--- config.mk ---
export PLATFORM = sky130hd
export DESIGN_NAME = serial_tx
export DESIGN_NICKNAME = d
export VERILOG_FILES = /design/src/rtl/serial_tx.sv
export SDC_FILE = /design/constraint.sdc
export NUM_CORES = 1
export LEC_CHECK = 0
export CORE_MARGIN = 4
export CORE_UTILIZATION = 25
export CTS_CLUSTER_DIAMETER = 200
export DETAILED_ROUTE_END_ITERATION = 8
export HOLD_SLACK_MARGIN = 0.02
export PLACE_DENSITY = 0.62
export SLEW_MARGIN = 20
export SYNTH_ARGS = -nofsm -noshare
export SYNTH_HDL_FRONTEND = slang
export SYNTH_SLANG_ARGS = --single-unit
--- constraint.sdc ---
create_clock -name clk -period 5.7 [get_ports clk]
set_input_delay 1.14 -clock clk [delete_from_list [all_inputs] [get_ports clk]]
set_output_delay 1.14 -clock clk [all_outputs]
set_load 0.01 [all_outputs]
--- src/rtl/serial_tx.sv ---
// -----------------------------------------------------------------------------
// serial_tx -- memory-mapped serial transmitter with a one-deep holding register.
//
// A CPU writes a payload to the data register (BASE). The payload waits in a
// holding register until the shifter is free. It is then sent on txd as one
// start bit (0), DATA_WIDTH data bits LSB first, and one stop bit (1). Each bit
// lasts CLKS_PER_BIT clocks.
//
// Ports
//   clk         sole clock, rising edge
//   reset       asynchronous, active-high reset
//   we, re      bus write / read strobes
//   memAddr     bus address
//   dataBusIn   bus write data
//   dataBusOut  bus read data (combinational)
//   txd         serial line, registered, idles high
//   inta_ready  interrupt request: IE & ready
//
// Control register (CTRL_BASE):
//   bit0 ready   (holding register empty, read-only)
//   bit1 busy    (frame in progress, read-only)
//   bit2 overrun (sticky, cleared by writing 0 to bit2)
//   bit8 IE      (interrupt enable)
// -----------------------------------------------------------------------------
module serial_tx #(
    parameter int               BITS         = 32,
    parameter int               DATA_WIDTH   = 8,
    parameter logic [BITS-1:0]  BASE         = 32'hF0000020,
    parameter logic [BITS-1:0]  CTRL_BASE    = 32'hF0000120,
    parameter int               CLKS_PER_BIT = 16
) (
    input  logic            clk,
    input  logic            reset,
    input  logic            we,
    input  logic            re,
    input  logic [BITS-1:0] memAddr,
    input  logic [BITS-1:0] dataBusIn,
    output logic [BITS-1:0] dataBusOut,
    output logic            txd,
    output logic            inta_ready
);

    localparam int BAUD_W = (CLKS_PER_BIT > 1) ? $clog2(CLKS_PER_BIT) : 1;
    localparam int BIT_W  = (DATA_WIDTH > 1) ? $clog2(DATA_WIDTH) : 1;
    localparam logic [BAUD_W-1:0] BAUD_LAST = BAUD_W'(CLKS_PER_BIT - 1);
    localparam logic [BIT_W-1:0]  BIT_LAST  = BIT_W'(DATA_WIDTH - 1);

    typedef enum logic [1:0] {
        IDLE  = 2'd0,
        START = 2'd1,
        DATA  = 2'd2,
        STOP  = 2'd3
    } txState_t;

    // Registered state
    txState_t              state_r;
    logic [BAUD_W-1:0]     baudCnt_r;
    logic [BIT_W-1:0]      bitCnt_r;
    logic [DATA_WIDTH-1:0] shifter_r;
    logic [DATA_WIDTH-1:0] holdReg_r;
    logic                  txd_r;
    logic                  busy_r;
    logic                  ready_r;
    logic                  overrun_r;
    logic                  ie_r;

    // Next-state values
    txState_t              nextState_s;
    logic [BAUD_W-1:0]     nextBaudCnt_s;
    logic [BIT_W-1:0]      nextBitCnt_s;
    logic [DATA_WIDTH-1:0] nextShifter_s;
    logic [DATA_WIDTH-1:0] nextHoldReg_s;
    logic                  nextTxd_s;
    logic                  nextBusy_s;
    logic                  nextReady_s;
    logic                  nextOverrun_s;
    logic                  nextIe_s;
    logic                  transfer_s;

    // Bus decode
    logic                  dataWr_s;
    logic                  ctrlWr_s;
    logic                  dataRd_s;
    logic                  ctrlRd_s;
    logic                  baudEnd_s;
    logic [DATA_WIDTH-1:0] shiftedByOne_s;
    logic [BITS-1:0]       ctrlWord_s;
    logic [BITS-1:0]       holdExt_s;
    logic                  unusedBus_s;

    assign dataWr_s  = we && (memAddr == BASE);
    assign ctrlWr_s  = we && (memAddr == CTRL_BASE);
    assign dataRd_s  = re && !we && (memAddr == BASE);
    assign ctrlRd_s  = re && !we && (memAddr == CTRL_BASE);
    assign baudEnd_s = (baudCnt_r == BAUD_LAST);
    assign shiftedByOne_s = shifter_r >> 1'b1;

    assign ctrlWord_s = BITS'({ie_r, 5'b00000, overrun_r, busy_r, ready_r});
    assign holdExt_s  = BITS'(holdReg_r);

    // Only a few write-data bits are meaningful; fold the rest so they count as consumed.
    assign unusedBus_s = ^dataBusIn;

    assign txd        = txd_r;
    assign inta_ready = ie_r & ready_r;

    // Read-data multiplexer; unmapped or write-qualified reads return zero.
    always_comb begin
        dataBusOut = '0;
        if (dataRd_s) begin
            dataBusOut = holdExt_s;
        end else if (ctrlRd_s) begin
            dataBusOut = ctrlWord_s;
        end else begin
            dataBusOut = '0;
        end
    end

    // Next-state logic: frame sequencing, holding-register handshake and control bits.
    always_comb begin
        nextState_s   = state_r;
        nextBaudCnt_s = baudCnt_r;
        nextBitCnt_s  = bitCnt_r;
        nextShifter_s = shifter_r;
        nextHoldReg_s = holdReg_r;
        nextTxd_s     = txd_r;
        nextBusy_s    = busy_r;
        nextReady_s   = ready_r;
        nextOverrun_s = overrun_r;
        nextIe_s      = ie_r;
        transfer_s    = 1'b0;

        case (state_r)
            IDLE: begin
                nextTxd_s  = 1'b1;
                nextBusy_s = 1'b0;
                if (!ready_r) begin
                    transfer_s = 1'b1;
                end else begin
                    nextState_s = IDLE;
                end
            end
            START: begin
                if (baudEnd_s) begin
                    nextBaudCnt_s = '0;
                    nextBitCnt_s  = '0;
                    nextState_s   = DATA;
                    nextTxd_s     = shifter_r[0];
                end else begin
                    nextBaudCnt_s = baudCnt_r + BAUD_W'(1);
                end
            end
            DATA: begin
                if (baudEnd_s) begin
                    nextBaudCnt_s = '0;
                    if (bitCnt_r == BIT_LAST) begin
                        nextState_s = STOP;
                        nextTxd_s   = 1'b1;
                    end else begin
                        nextBitCnt_s  = bitCnt_r + BIT_W'(1);
                        nextShifter_s = shiftedByOne_s;
                        nextTxd_s     = shiftedByOne_s[0];
                    end
                end else begin
                    nextBaudCnt_s = baudCnt_r + BAUD_W'(1);
                end
            end
            STOP: begin
                if (baudEnd_s) begin
                    nextBaudCnt_s = '0;
                    if (!ready_r) begin
                        // A payload is already waiting: chain straight into its start bit.
                        transfer_s = 1'b1;
                    end else begin
                        nextState_s = IDLE;
                        nextBusy_s  = 1'b0;
                        nextTxd_s   = 1'b1;
                    end
                end else begin
                    nextBaudCnt_s = baudCnt_r + BAUD_W'(1);
                end
            end
            default: begin
                nextState_s   = IDLE;
                nextBaudCnt_s = '0;
                nextBitCnt_s  = '0;
                nextTxd_s     = 1'b1;
                nextBusy_s    = 1'b0;
            end
        endcase

        // Holding-to-shifter transfer launches a frame with its start bit.
        if (transfer_s) begin
            nextShifter_s = holdReg_r;
            nextState_s   = START;
            nextBaudCnt_s = '0;
            nextBitCnt_s  = '0;
            nextTxd_s     = 1'b0;
            nextBusy_s    = 1'b1;
        end else begin
            nextShifter_s = nextShifter_s;
        end

        // A transfer needs ready=0 and an accepted write needs ready=1, so they never collide.
        if (transfer_s) begin
            nextReady_s = 1'b1;
        end else if (dataWr_s && ready_r) begin
            nextReady_s   = 1'b0;
            nextHoldReg_s = dataBusIn[DATA_WIDTH-1:0];
        end else begin
            nextReady_s = ready_r;
        end

        // A rejected data write sets overrun and takes priority over a clearing control write.
        if (dataWr_s && !ready_r) begin
            nextOverrun_s = 1'b1;
        end else if (ctrlWr_s && !dataBusIn[2]) begin
            nextOverrun_s = 1'b0;
        end else begin
            nextOverrun_s = overrun_r;
        end

        if (ctrlWr_s) begin
            nextIe_s = dataBusIn[8];
        end else begin
            nextIe_s = ie_r;
        end
    end

    // State register with asynchronous reset; a frame cut by reset is dropped.
    always_ff @(posedge clk or posedge reset) begin
        if (reset) begin
            state_r   <= IDLE;
            baudCnt_r <= '0;
            bitCnt_r  <= '0;
            shifter_r <= '0;
            holdReg_r <= '0;
            txd_r     <= 1'b1;
            busy_r    <= 1'b0;
            ready_r   <= 1'b1;
            overrun_r <= 1'b0;
            ie_r      <= 1'b0;
        end else begin
            state_r   <= nextState_s;
            baudCnt_r <= nextBaudCnt_s;
            bitCnt_r  <= nextBitCnt_s;
            shifter_r <= nextShifter_s;
            holdReg_r <= nextHoldReg_s;
            txd_r     <= nextTxd_s;
            busy_r    <= nextBusy_s;
            ready_r   <= nextReady_s;
            overrun_r <= nextOverrun_s;
            ie_r      <= nextIe_s;
        end
    end

endmodule

Yosys cells after proc, flatten, opt, wreduce, memory -nomap -nowiden

Index checks and enable logic that the tools add are counted.

Add/subtract/negate cells: 2
Equality and inequality tests: 14
Mux-type cells: 39
Bitwise gates (word level): 2
Reductions and logical operators: 26

Operator list:

| kind                                        | number |
|---|---|
| == test 32 bit, second input constant       | 2 |
| two-way mux 32 bit                          | 1 |
| two-way mux 8 bit                           | 4 |
| != test 3 bit, second input constant        | 6 |
| two-way mux 1 bit                           | 15 |
| two-way mux 2 bit                           | 6 |
| two-way mux 3 bit                           | 4 |
| two-way mux 4 bit                           | 3 |
| AND reduction 4 bit                         | 3 |
| nonzero test 2 bit                          | 5 |
| two-way mux 9 bit                           | 1 |
| logical AND 1 bit                           | 8 |
| one-hot mux 2 bit (4 select lines)          | 1 |
| one-hot mux 3 bit (2 select lines)          | 1 |
| AND reduction 3 bit                         | 2 |
| nonzero test 3 bit                          | 2 |
| adder 4 x 1 -> 4 bit, second input constant | 1 |
| == test 2 bit, second input constant        | 2 |
| == test 4 bit, second input constant        | 1 |
| one-hot mux 1 bit (2 select lines)          | 2 |
| one-hot mux 1 bit (4 select lines)          | 1 |
| adder 3 x 1 -> 3 bit, second input constant | 1 |
| == test 3 bit, second input constant        | 1 |
| zero test 1 bit                             | 3 |
| 7 further kinds                             | 7 |

Register bits: 30
Input port bits: 68
Output and inout port bits: 34
Logic and storage cells: 93

Logic depth before layout (Yosys ltp)

Word-level depth: 5
Mapped depth: 7
Gate-level depth less buffers: 6

Worst setup path after synthesis

No wires, ideal clock.

Kind: input port to output port
Start point: in memAddr[7]
End point: out dataBusOut[7]
Arrival time: 2.603 ns
Required time: 4.560 ns
Setup slack: 1.957 ns
Cell stages on the path: 5
Path buffers: 1
Path through: nor4b_1 -> nand4_1 -> or4_1 -> buf_6 -> nor3b_2

Longest elaborated chain between the ends: 3

Ends and longest elaborated chain:

| what               | line | text |
|---|---|---|
| from (decl)        | 36   | `input logic [BITS-1:0] memAddr,` |
| == test 32 bit     | 93   | `assign dataRd_s = re && !we && (memAddr == BASE);` |
| logical AND 1 bit  | 93   |  |
| two-way mux 32 bit | 110  | `if (dataRd_s) begin` |
| to (decl)          | 38   | `output logic [BITS-1:0] dataBusOut,` |

No other way between the ends.

Final worst setup path

Ends and elaborated chain as after synthesis.

==> run summary <==
• **Die X-Extent** 96.0 um
• **FP Rows** 31
• **Seq cells post-synth** 30
• **Leakage Power** 1.08 nW
• **Yosys warning count** 0
• **first-pass detailed-route iteration total** 3
• **post-layout net count** 329
• **clock transition at the registers of the reported paths** 60 ps
• **relative max-transition margin** 55.4%
• **endpoint arrival time on the critical path** 3780 ps
• **cell with the biggest individual delay on the critical path** or4_1
• **quantity of gates resized following cts** 0
• **post-route cell area** 2610 um2
• **vias** 1,556
• **clock latency on the worst-skew pair** 280 ps
• **Vert. Die Dim** 96.0 um
• **most frequent cell after synthesis** dfrtp_1
• **clock tree sinks** 30
• **cell repeated most along the worst path** clkdlybuf4s50_1
• **vias in the first global route** 1,533
• **final setup violation count** 0
• **number of buffers inserted by hold repair at cts** 0
• **CORE AREA** 7410 um2
• **RSZ-0062 raised after global routing** no
• **CTS tree** done
• **clk_skew** 3.48 ps
• **FFs w/ async S/R, synth** 100%
• **top cells by area in the synthesized netlist** dfrtp_1 (36%), buf_4 (8.9%), mux2i_1 (6.7%), mux2_2 (6.4%), ha_1 (4.5%)
• **pwr dens** 232 nW/um2
• **number of antenna violations at the first check in global routing** 0
• **pin slew with the least headroom to its limit** 664 ps
• **detail-routed via count per cell** 4.40
• **crit path launch type** primary input
• **Highest Clock Rate** 203 MHz
• **number of pins exceeding their max-slew limit in the final report** 0
• **most instantiated cells after synthesis** dfrtp_1 (28), buf_4 (23), nand2_1 (18), nor2_1 (15), mux2i_1 (13)
• **area of the mapped netlist** 1940 um2
• **min Tclk post-route** 4920 ps
• **Setup Total Neg Slack** 0 ps
• **critical path start-end classification** in -> out
• **# fillers** 772
• **estimated wirelength of the detail-placed design** 3.25 mm
• **post-synthesis cell count** 200
• **dominant register cell in the synthesized netlist** dfrtp_1
• **post-synthesis average cell area** 9.68 um2
• **starting density of the core** 26.1%
• **total I/O pin count** 102
• **worst-path fanout max** 9
• **top cell type's share of synthesized area** 36.2%
• **clock root buffer** clkbuf_8
• **final wirelength** 4.20 mm
• **count of flip-flops with a built-in enable after synthesis** 0
• **total track usage** 9.34%
• **IR Drop Worst-Case VDD** 142 uV
• **Initial DRC Count** 77
• **Final Cycle Share** 86.2%
• **total number of H-tree levels** 2
• **global-route wire length before repair** 6.90 mm
• **class of the most critical hold timing path** reg -> reg
• **Worst EP required** 4560 ps
• **max-cap check violation count** 0
• **fraction of layout cells with a size suffix above 1** 12.2%
• **Critical Path Max Stage Delay** 820 ps
• **result of the run** completed
• **total inserted antenna cells** 0
• **last weighted congestion value of the routability-driven placer** 0.738
• **floorplan die area** 9220 um2
• **area growth from synthesis to layout** 34.6%
• **pin count of the biggest net entering global routing** 31
• **Hold Vio Cnt, Final** 0
• **proportion of synthesized chip area in sequential cells** 38.9%
• **Post CTS Setup Buffer Count** 0
• **endpoint type of the worst setup path** output port
• **placement-stage cell area** 2500 um2
• **post-synthesis cell type with the largest combined area** dfrtp_1
• **Final ANT Viol Nets** 0
• **number of unique standard cell types used by synthesis** 45
• **total congestion overflow after global routing** 0
• **maximum buffer depth of the clock tree** 2
• **remaining design rule violation count** 0
• **detailed-route wire length per cell** 11.9 um
• **Port Buf Inserts** 55
• **number of buffers created by CTS** 5
• **critical path, cell by cell** clkdlybuf4s50_1 -> nor4b_1 -> nand4_1 -> or4_1 -> nor3b_2 -> clkdlybuf4s50_1
==> layout make-up <==
class,instances,area (um2),area share [%]
clock buffer,5,68.8,2.64
clock inverter,3,40.0,1.54
inverter,5,18.8,0.720
multi-input combinational,155,1040,39.8
sequential,30,753,28.9
tap,99,124,4.75
timing repair buffer,57,566,21.7
==> final timing paths <==
path                                    from            end  slack [ps]  cells past startpoint
worst max-delay path              memAddr[7]  dataBusOut[7]         780                      6
worst min-delay path            holdReg_r[6]   shifter_r[6]         490                      2
worst max register to register    state_r[0]     state_r[1]        3340                      6
worst min register to register  holdReg_r[6]   shifter_r[6]         490                      2
max in group asynchronous              reset            txd        4130                      3
min in group asynchronous              reset   baudCnt_r[1]        1250                      3
==> registers in the layout, summed over array words and instances, names as in the netlist <==
| register | cells |
|---|---|
| ready_r | 1 |
| busy_r | 1 |
| state_r | 2 |
| baudCnt_r | 4 |
| overrun_r | 1 |
| ie_r | 1 |
| shifter_r | 8 |
| bitCnt_r | 3 |
| txd | 1 |
| holdReg_r | 8 |
==> kinds of logic after synthesis <==
kind of cell | share of synthesized area (%)
xor+xnor | 0.452
compound gates | 10.8
buf+inv | 12.1
mux | 13.1
simple gates | 20.0
other cells | 0.194
fa+ha+maj | 4.52
flops | 38.9
==> worst max-delay path, delay by kind of cell <==
family | cells | cell delay (ps)
simple gates | 4 | 1660
buf+inv | 2 | 970
==> per-stage QoR <==
| step | hold slack [ps] | instances | setup slack [ps] | util [%] | power (mW) |
|---|---|---|---|---|---|
| finish | 491 | 354 | 784 | 35.2 | 0.605 |
| global route | 554 | 354 | 592 | 35.2 | 0.640 |
| CTS | 502 | 354 | 725 | 35.2 | 0.613 |
| detailed placement | 486 | 346 | 738 | 33.7 | 0.399 |
| global placement | 478 | 346 | 747 | 33.7 | 0.396 |
| floorplan | 458 | 222 | 1960 | - | 0.351 |
==> cells in the final DEF, fill, tap and decap left out, drive strengths merged, types with 2 or more instances in the layout <==
cell           Yosys  layout
nand2             18      18
o22ai              2       2
nor3b              5       5
dfstp              2       2
nand3              4       4
ha                 7       7
clkinv             0       2
clkdlybuf4s50      0      55
nor2              16      16
conb               1      23
mux2i             13      13
mux2              11      11
buf               25       2
o21ai             12      12
nor4b              2       2
clkbuf             7       5
inv                5       5
nor3               4       4
a21oi              6       6
dfrtp             28      28
a21o               2       2
nand2b             3       3
nor4               6       6
nand4              2       2
==> power breakdown <==
part | total (mW) | internal (mW) | switching (mW)
clock | 0.211 | 0.128 | 0.0825
combinational | 0.165 | 0.0809 | 0.0840
sequential | 0.229 | 0.223 | 0.00605
total | 0.605 | 0.433 | 0.172
==> routing by layer <==
layer | track usage [%] | vias to the layer above | wire (um)
li1 | - | 771 | -
met1 | 11.6 | 716 | 1810
met2 | 15.1 | 65 | 1890
met3 | 4.07 | 4 | 472
met4 | 1.78 | 0 | 21
met5 | 0 | - | 0
Power figures use the tool's default switching activity.
